<file path="src/rtl/nx_cycle_ctrl_if.sv">
// nx_cycle_ctrl_if: bundle of the controller's mesh-facing, step-control and
// token-bus signals. The master modport is the controller itself; the slave
// modport is the mesh/host side that drives enables, idles and step control.
// Optional macro NX_CYCLE_BREAK_EN adds the breakpoint signals
// break_en_i, break_cycle_i and break_o.
interface nx_cycle_ctrl_if #(
    parameter int DOMAINS       = 1,
    parameter int COLUMNS       = 3,
    parameter int COUNTER_WIDTH = 32,
    parameter int STEP_WIDTH    = 16
);
    logic                     active_i;
    logic [DOMAINS-1:0]       domain_en_i;
    logic [DOMAINS-1:0]       idle_i;
    logic [DOMAINS-1:0]       trigger_o;
    logic [COUNTER_WIDTH-1:0] counter_o;
    logic                     step_mode_i;
    logic                     step_load_i;
    logic [STEP_WIDTH-1:0]    step_count_i;
    logic [STEP_WIDTH-1:0]    steps_left_o;
    logic                     done_o;
    logic                     running_o;
    logic [COLUMNS-1:0]       token_release_i;
    logic [COLUMNS-1:0]       token_grant_o;
`ifdef NX_CYCLE_BREAK_EN
    logic                     break_en_i;
    logic [COUNTER_WIDTH-1:0] break_cycle_i;
    logic                     break_o;

    modport master (
        input  active_i, domain_en_i, idle_i, step_mode_i, step_load_i,
               step_count_i, token_release_i, break_en_i, break_cycle_i,
        output trigger_o, counter_o, steps_left_o, done_o, running_o,
               token_grant_o, break_o
    );

    modport slave (
        output active_i, domain_en_i, idle_i, step_mode_i, step_load_i,
               step_count_i, token_release_i, break_en_i, break_cycle_i,
        input  trigger_o, counter_o, steps_left_o, done_o, running_o,
               token_grant_o, break_o
    );
`else
    modport master (
        input  active_i, domain_en_i, idle_i, step_mode_i, step_load_i,
               step_count_i, token_release_i,
        output trigger_o, counter_o, steps_left_o, done_o, running_o,
               token_grant_o
    );

    modport slave (
        output active_i, domain_en_i, idle_i, step_mode_i, step_load_i,
               step_count_i, token_release_i,
        input  trigger_o, counter_o, steps_left_o, done_o, running_o,
               token_grant_o
    );
`endif
endinterface

</file>
<file path="src/rtl/nx_cycle_ctrl.sv">
// nx_cycle_ctrl: simulation-cycle controller for the accelerator top level.
// Issues a one-cycle trigger to every enabled mesh domain once all enabled
// domains are idle, counts issued triggers, grants the column token bus
// during the grant cycle after reset, and supports a bounded step mode that
// halts after a loaded number of triggers with a done pulse on the last one.
// A trigger is only issued after the mesh has visibly gone busy following
// the previous trigger (WAIT_BUSY -> WAIT_IDLE handshake).
// Optional macro NX_CYCLE_BREAK_EN adds a counter breakpoint: when enabled
// and the counter equals break_cycle_i in WAIT_IDLE, the controller halts
// and raises break_o until break_en_i is cleared.
module nx_cycle_ctrl #(
    parameter int DOMAINS       = 1,
    parameter int COLUMNS       = 3,
    parameter int COUNTER_WIDTH = 32,
    parameter int STEP_WIDTH    = 16
) (
    input  logic           clk_i,
    input  logic           rst_i,
    nx_cycle_ctrl_if.master bus
);

    typedef enum logic [1:0] {
        GRANT     = 2'd0,
        WAIT_BUSY = 2'd1,
        WAIT_IDLE = 2'd2,
        HALT      = 2'd3
    } state_t;

    state_t                   state;
    state_t                   state_next;

    logic [DOMAINS-1:0]       trigger_q;
    logic [DOMAINS-1:0]       trigger_next;
    logic [COUNTER_WIDTH-1:0] counter_q;
    logic [COUNTER_WIDTH-1:0] counter_next;
    logic [STEP_WIDTH-1:0]    steps_q;
    logic [STEP_WIDTH-1:0]    steps_next;
    logic                     done_q;
    logic                     done_next;

    logic                     all_idle;
    logic                     any_busy;
    logic                     fire;
    logic                     exhausted;
    logic                     take_fire;

    // Breakpoint hooks; tied off when the breakpoint feature is absent so
    // the FSM below is written once for both builds.
    logic                     break_hit;
    logic                     break_hold;
    logic                     break_release;

    // Disabled domains count as idle and never as busy, so an all-zero mask
    // parks the FSM in WAIT_BUSY.
    assign all_idle  = &(bus.idle_i | ~bus.domain_en_i);
    assign any_busy  = |(~bus.idle_i & bus.domain_en_i);
    assign fire      = bus.active_i && all_idle &&
                       (!bus.step_mode_i || (steps_q != '0));
    assign exhausted = bus.step_mode_i && (steps_q == '0);

`ifdef NX_CYCLE_BREAK_EN
    logic break_q;

    assign break_hit     = bus.break_en_i && (counter_q == bus.break_cycle_i);
    assign break_hold    = break_q;
    assign break_release = break_q && !bus.break_en_i;
    assign bus.break_o   = break_q;

    // Breakpoint halt flag: set on a breakpoint hit in WAIT_IDLE, held while
    // break_en_i stays high (the FSM is in HALT for exactly that span).
    always_ff @(posedge clk_i or posedge rst_i) begin
        if (rst_i) begin
            break_q <= 1'b0;
        end else begin
            break_q <= ((state == WAIT_IDLE) && break_hit) ||
                       (break_q && bus.break_en_i);
        end
    end
`else
    assign break_hit     = 1'b0;
    assign break_hold    = 1'b0;
    assign break_release = 1'b0;
`endif

    // Next-state and next-datapath logic for the trigger handshake FSM.
    always_comb begin
        // NOTE: every variable gets a default first so no path can infer a latch.
        state_next   = state;
        trigger_next = '0;
        counter_next = counter_q;
        steps_next   = steps_q;
        done_next    = 1'b0;
        take_fire    = 1'b0;

        unique case (state)
            GRANT: begin
                state_next = WAIT_BUSY;
            end

            WAIT_BUSY: begin
                if (any_busy) begin
                    state_next = WAIT_IDLE;
                end
            end

            WAIT_IDLE: begin
                // Breakpoint outranks both firing and step exhaustion.
                if (break_hit) begin
                    state_next = HALT;
                end else if (fire) begin
                    take_fire    = 1'b1;
                    trigger_next = bus.domain_en_i;
                    counter_next = counter_q + 1'b1;
                    state_next   = WAIT_BUSY;
                end else if (exhausted) begin
                    state_next = HALT;
                end
            end

            HALT: begin
                // A breakpoint halt is released only by clearing break_en_i;
                // busy was already observed, so resume in WAIT_IDLE.
                if (break_hold) begin
                    if (break_release) begin
                        state_next = WAIT_IDLE;
                    end
                end else if ((bus.step_load_i && (bus.step_count_i != '0)) ||
                             !bus.step_mode_i) begin
                    state_next = WAIT_IDLE;
                end
            end

            default: begin
                state_next = GRANT;
            end
        endcase

        // A load in any state overrides a same-cycle decrement and its done.
        if (bus.step_load_i) begin
            steps_next = bus.step_count_i;
        end else if (take_fire && bus.step_mode_i) begin
            steps_next = steps_q - 1'b1;
            done_next  = (steps_q == STEP_WIDTH'(1));
        end
    end

    // State register; reset re-enters the grant cycle.
    always_ff @(posedge clk_i or posedge rst_i) begin
        // NOTE: sequential state uses non-blocking assignments so all flops
        // sample pre-edge values regardless of process ordering.
        if (rst_i) begin
            state <= GRANT;
        end else begin
            state <= state_next;
        end
    end

    // Registered trigger pulse, cycle counter, step count and done pulse.
    always_ff @(posedge clk_i or posedge rst_i) begin
        if (rst_i) begin
            trigger_q <= '0;
            counter_q <= '0;
            steps_q   <= '0;
            done_q    <= 1'b0;
        end else begin
            trigger_q <= trigger_next;
            counter_q <= counter_next;
            steps_q   <= steps_next;
            done_q    <= done_next;
        end
    end

    assign bus.trigger_o     = trigger_q;
    assign bus.counter_o     = counter_q;
    assign bus.steps_left_o  = steps_q;
    assign bus.done_o        = done_q;
    assign bus.running_o     = (state != HALT);
    assign bus.token_grant_o = (state == GRANT) ? '1 : bus.token_release_i;

endmodule

</file>
<file path="src/flat_wrapper.sv">
// flat-port wrapper written by rule: the top's interface ports become plain ports
module nx_cycle_ctrl_flat 
#(
    parameter int DOMAINS       = 1,
    parameter int COLUMNS       = 3,
    parameter int COUNTER_WIDTH = 32,
    parameter int STEP_WIDTH    = 16
)
  (clk_i, rst_i, bus_active_i, bus_domain_en_i, bus_idle_i, bus_step_mode_i, bus_step_load_i, bus_step_count_i, bus_token_release_i, bus_trigger_o, bus_counter_o, bus_steps_left_o, bus_done_o, bus_running_o, bus_token_grant_o);
  nx_cycle_ctrl_if #(.DOMAINS(DOMAINS), .COLUMNS(COLUMNS), .COUNTER_WIDTH(COUNTER_WIDTH), .STEP_WIDTH(STEP_WIDTH)) bus_i ();
  input  logic clk_i;
  input  logic rst_i;
  input wire logic [$bits(bus_i.active_i)-1:0] bus_active_i;
  input wire logic [$bits(bus_i.domain_en_i)-1:0] bus_domain_en_i;
  input wire logic [$bits(bus_i.idle_i)-1:0] bus_idle_i;
  input wire logic [$bits(bus_i.step_mode_i)-1:0] bus_step_mode_i;
  input wire logic [$bits(bus_i.step_load_i)-1:0] bus_step_load_i;
  input wire logic [$bits(bus_i.step_count_i)-1:0] bus_step_count_i;
  input wire logic [$bits(bus_i.token_release_i)-1:0] bus_token_release_i;
  output wire logic [$bits(bus_i.trigger_o)-1:0] bus_trigger_o;
  output wire logic [$bits(bus_i.counter_o)-1:0] bus_counter_o;
  output wire logic [$bits(bus_i.steps_left_o)-1:0] bus_steps_left_o;
  output wire logic [$bits(bus_i.done_o)-1:0] bus_done_o;
  output wire logic [$bits(bus_i.running_o)-1:0] bus_running_o;
  output wire logic [$bits(bus_i.token_grant_o)-1:0] bus_token_grant_o;
  assign bus_i.active_i = bus_active_i;
  assign bus_i.domain_en_i = bus_domain_en_i;
  assign bus_i.idle_i = bus_idle_i;
  assign bus_i.step_mode_i = bus_step_mode_i;
  assign bus_i.step_load_i = bus_step_load_i;
  assign bus_i.step_count_i = bus_step_count_i;
  assign bus_i.token_release_i = bus_token_release_i;
  assign bus_trigger_o = bus_i.trigger_o;
  assign bus_counter_o = bus_i.counter_o;
  assign bus_steps_left_o = bus_i.steps_left_o;
  assign bus_done_o = bus_i.done_o;
  assign bus_running_o = bus_i.running_o;
  assign bus_token_grant_o = bus_i.token_grant_o;
  nx_cycle_ctrl #(.DOMAINS(DOMAINS), .COLUMNS(COLUMNS), .COUNTER_WIDTH(COUNTER_WIDTH), .STEP_WIDTH(STEP_WIDTH)) u_core (.clk_i(clk_i), .rst_i(rst_i), .bus(bus_i));
endmodule
</file>
<file path="config.mk">
export PLATFORM = sky130hd
export DESIGN_NAME = nx_cycle_ctrl_flat
export DESIGN_NICKNAME = d
export VERILOG_FILES = /design/src/rtl/nx_cycle_ctrl_if.sv /design/src/rtl/nx_cycle_ctrl.sv /design/src/flat_wrapper.sv
export SDC_FILE = /design/constraint.sdc
export NUM_CORES = 1
export LEC_CHECK = 0
export BUFFER_PORTS_ARGS = -buffer_cell sky130_fd_sc_hd__buf_4
export CELL_PAD_IN_SITES_DETAIL_PLACEMENT = 1
export CELL_PAD_IN_SITES_GLOBAL_PLACEMENT = 1
export CORE_ASPECT_RATIO = 0.75
export CORE_UTILIZATION = 36
export DETAILED_ROUTE_END_ITERATION = 10
export PLACE_DENSITY_LB_ADDON = 0.1
export SLEW_MARGIN = 30
export SYNTH_ARGS = -nofsm -noshare
export SYNTH_HDL_FRONTEND = slang
export SYNTH_SLANG_ARGS = --single-unit
</file>
<file path="constraint.sdc">
create_clock -name clk_i -period 2 [get_ports clk_i]
set_input_delay 0.1 -clock clk_i [delete_from_list [all_inputs] [get_ports clk_i]]
set_output_delay 0.1 -clock clk_i [all_outputs]
set_load 0.005 [all_outputs]
</file>
==> metrics.md <==
| Metric | Value |
|---|---|
| Fraction of registers with async set/reset | 100.0% |
| First-pass GRT wire length | 14.08 mm |
| Area Growth Syn to Fin | 45.05% |
| Mapped Cells | 271 |
| Detailed Place HPWL | 6.176 mm |
| Top fanout value on the critical path | 4 |
| Max-Cap Viols | 0 |
| Syn_nets | 301 |
| DR pass1 iterations | 4 |
| Post-DRT Antenna Nets | 0 |
| DP Area | 3746 µm² |
| Max Root-Sink Buffers | 2 |
| Violated checks | negative setup slack |
| Routed vias/inst | 5.281 |
| P_sw | 0.9342 mW |
| Clk sinks | 52 |
| Largest net degree at the start of global routing | 53 |
| Seq pwr share | 44.4% |
| Clock Skew | 0.006291 ns |
| Row cnt | 27 |
| Crit path DAT | 2.25 ns |
| VDD IR max | 0.0004128 V |
| H-tree levels | 2 |
| Post-route minimum period | 2.046 ns |
| Num ports | 80 |
| CORE AREA | 7432 µm² |
| Die Wd | 103.7 µm |
| Number of synthesized flops with an enable pin | 0 |
| Total Wirelength | 8.802 mm |
| Final Slew Violations | 0 |
| Int Power | 1.890 mW |
| Grt total ovfl | 0 |
| Logic gate share of total power | 32.7% |
| Synth warn | 0 |
| Final Hold Viols | 0 |
| Starting density of the core | 37.56% |
| Final non-filler cell area | 4049 µm² |
| Total GRT Usage | 22.07% |
| Place WS | -0.08224 ns |
| Setup TNS | -0.04624 ns |
| Share of the yosys chip area belonging to registers | 46.62% |
| Mapped Area | 2791 µm² |
| WP data required | 2.21 ns |
| Clock root buffer | clkbuf_8 |
| Distinct cells, synth | 45 |
| Ys flop type | dfrtp_1 |
| Setup violations, final | 1 |
| Min Hold Slack | 0.01019 ns |
| Fin crit share | 102.3% |
| Per-cell routed wire length | 17.82 µm |
| Final GP Congestion | 0.7797 |
| Die area | 8114 µm² |
| Clock latency on the worst-skew pair | 0.31 ns |
| Clock power share | 22.9% |
| Layout fillers | 863 |
| Status | finished with violations |
| Worst slew margin | 63.42% |
| DRC errors left | 0 |
| CTS buffer count | 5 |
| Vias in the first global route | 2,658 |
| F_max | 0.4887 GHz |
| CP endpoint kind | flop |
| Nets | 422 |
| Pwr/cell area | 697.6 nW/µm² |
| RSZ-0062 raised after global routing | yes |
| TritonCTS clock tree | done |
| Setup ws final | -0.04624 ns |
| Clk slew on worst S/H paths | 0.11 ns |
| Setup CP Type | flop to flop |
| Avg Cell Area, Syn | 10.30 µm² |
| Leak pwr | 1.802 nW |
| HP Class | input port to flop |
| Tightest Pin Transition | 0.5442 ns |
| Switching power share of the total | 33.07% |
| Via count | 2,609 |
| Antenna violations before repair | 0 |
| Share of layout cells above drive strength 1 | 39.69% |
| Initial DRC count | 101 |
| Seq cells post-synth | 52 |
| Die Y-Extent | 78.26 µm |
| Critical Path Start Type | flop |
| Port Buffers | 79 |
| Antenna diodes | 0 |
through the flow:
stage	instances	power (mW)	util [%]
after CTS	489	2.812	52.86
after floorplan	271	1.653	-
final	494	2.825	54.48
after global placement	475	2.111	50.40
after global routing	494	3.007	54.48
after detailed placement	475	2.132	50.40
flip-flops by register name (all words and copies together) (netlist names):
name and cells:
u_core.bus.counter_o 32, u_core.bus.done_o 1, u_core.bus.steps_left_o 16, u_core.bus.trigger_o 1, u_core.state 2
area by class of cell:
cell class	count	area [µm²]	area share, %
clock buffers	5	68.82	1.700
inverters	8	30.03	0.7417
flip-flops and latches	52	1301	32.14
multi-input cells	204	1523	37.61
well taps	101	126.4	3.121
repair buffers	121	974.7	24.07
clock inverters	3	25.02	0.6180
metal layers:
layer	vias to the layer above	share of wire (%)	global-route usage, %
met5	-	0	0
met4	0	0.76	4.714
met1	1290	48	31.44
met2	81	46	34.77
met3	6	5.1	4.485
li1	1232	-	-
power by group through the flow:
stage	logic [mW]	clock network, mW	registers (mW)
2_1_floorplan	0.358	0	1.30
3_3_place_gp	0.844	0	1.27
3_5_place_dp	0.863	0	1.27
4_1_cts	0.883	0.678	1.25
5_1_grt	1.01	0.733	1.27
6_report	0.923	0.647	1.25
layout by cell type (no fill, tap or decap), drive strengths merged, types with 2 or more instances in the layout:
cell type    count
nand2b           2
nor2             8
a21oi            3
clkbuf           6
mux2             5
nand3           16
nand2           21
dlygate4sd3      6
nor3b            4
xnor2           40
ha               4
mux2i            2
or3              7
or2              5
nand4           21
nor2b            2
or4              3
nor3             5
o21ai           14
o31ai            2
and4             2
buf            114
and3            10
xor2             4
nor4            14
dfrtp           52
nor4b            2
inv             10
synthesized netlist by cell type, types with 2 or more instances:
cell type   n  area share (%)
ha_1        4             1.8
nand3_1    15             2.7
dfrtp_1    52              47
xnor2_1    40              13
or3_1       5             1.1
nor4_1     12             2.7
or4_1       2            0.54
nor4_4      2             1.5
and4_1      2            0.63
and3_1     10             2.2
nand2_1    21             2.8
o31ai_1     2            0.54
a21oi_1     3            0.54
mux2_2      5             2.0
inv_1       8             1.1
clkbuf_1    3            0.40
xor2_1      4             1.3
mux2i_1     2            0.72
buf_2       3            0.54
nor3_1      4            0.72
nor2b_1     2            0.45
or2_2       5             1.1
o21ai_0    14             2.5
nor2_1      7            0.94
nand4_1    21             4.7
nor3b_1     3            0.81
nand2b_1    2            0.45
worst max-delay path, cell delays in order (launching register included):
cell	delay, ns
dfrtp_1	0.40
or3_4	0.41
a311o_1	0.41
nor4_1	0.30
xnor2_1	0.14
o21ai_0	0.28
cells by family after synthesis:
| family | count (synthesis) | synth area share [%] |
|---|---|---|
| buf+inv | 15 | 2.286 |
| simple gates | 124 | 27.52 |
| fa+ha+maj | 4 | 1.793 |
| mux | 7 | 2.734 |
| flops | 52 | 46.62 |
| xor+xnor | 44 | 13.81 |
| compound gates | 25 | 5.245 |
path summary, 6_finish.rpt:
path,start,end,slack [ns],cells past startpoint
max,u_core.bus.steps_left_o[6],u_core.bus.steps_left_o[12],-0.05,5
max in group asynchronous,rst_i,u_core.bus.steps_left_o[8],1.35,4
max reg2reg,u_core.bus.steps_left_o[6],u_core.bus.steps_left_o[12],-0.05,5
min in group asynchronous,rst_i,u_core.bus.steps_left_o[5],0.38,4
min reg2reg,u_core.bus.counter_o[31],u_core.bus.counter_o[31],0.48,1
min,bus_step_count_i[15],u_core.bus.steps_left_o[15],0.01,3
repair_timing:
action	in CTS	in global routing
pin swaps	0	4
hold endpoints to repair	57	0
setup buffers	0	3
hold buffers	6	0
gates resized for setup	5	15
endpoints found under the setup margin	5	27
cloned	0	2
No activity file was read; power rests on OpenSTA's default activity.
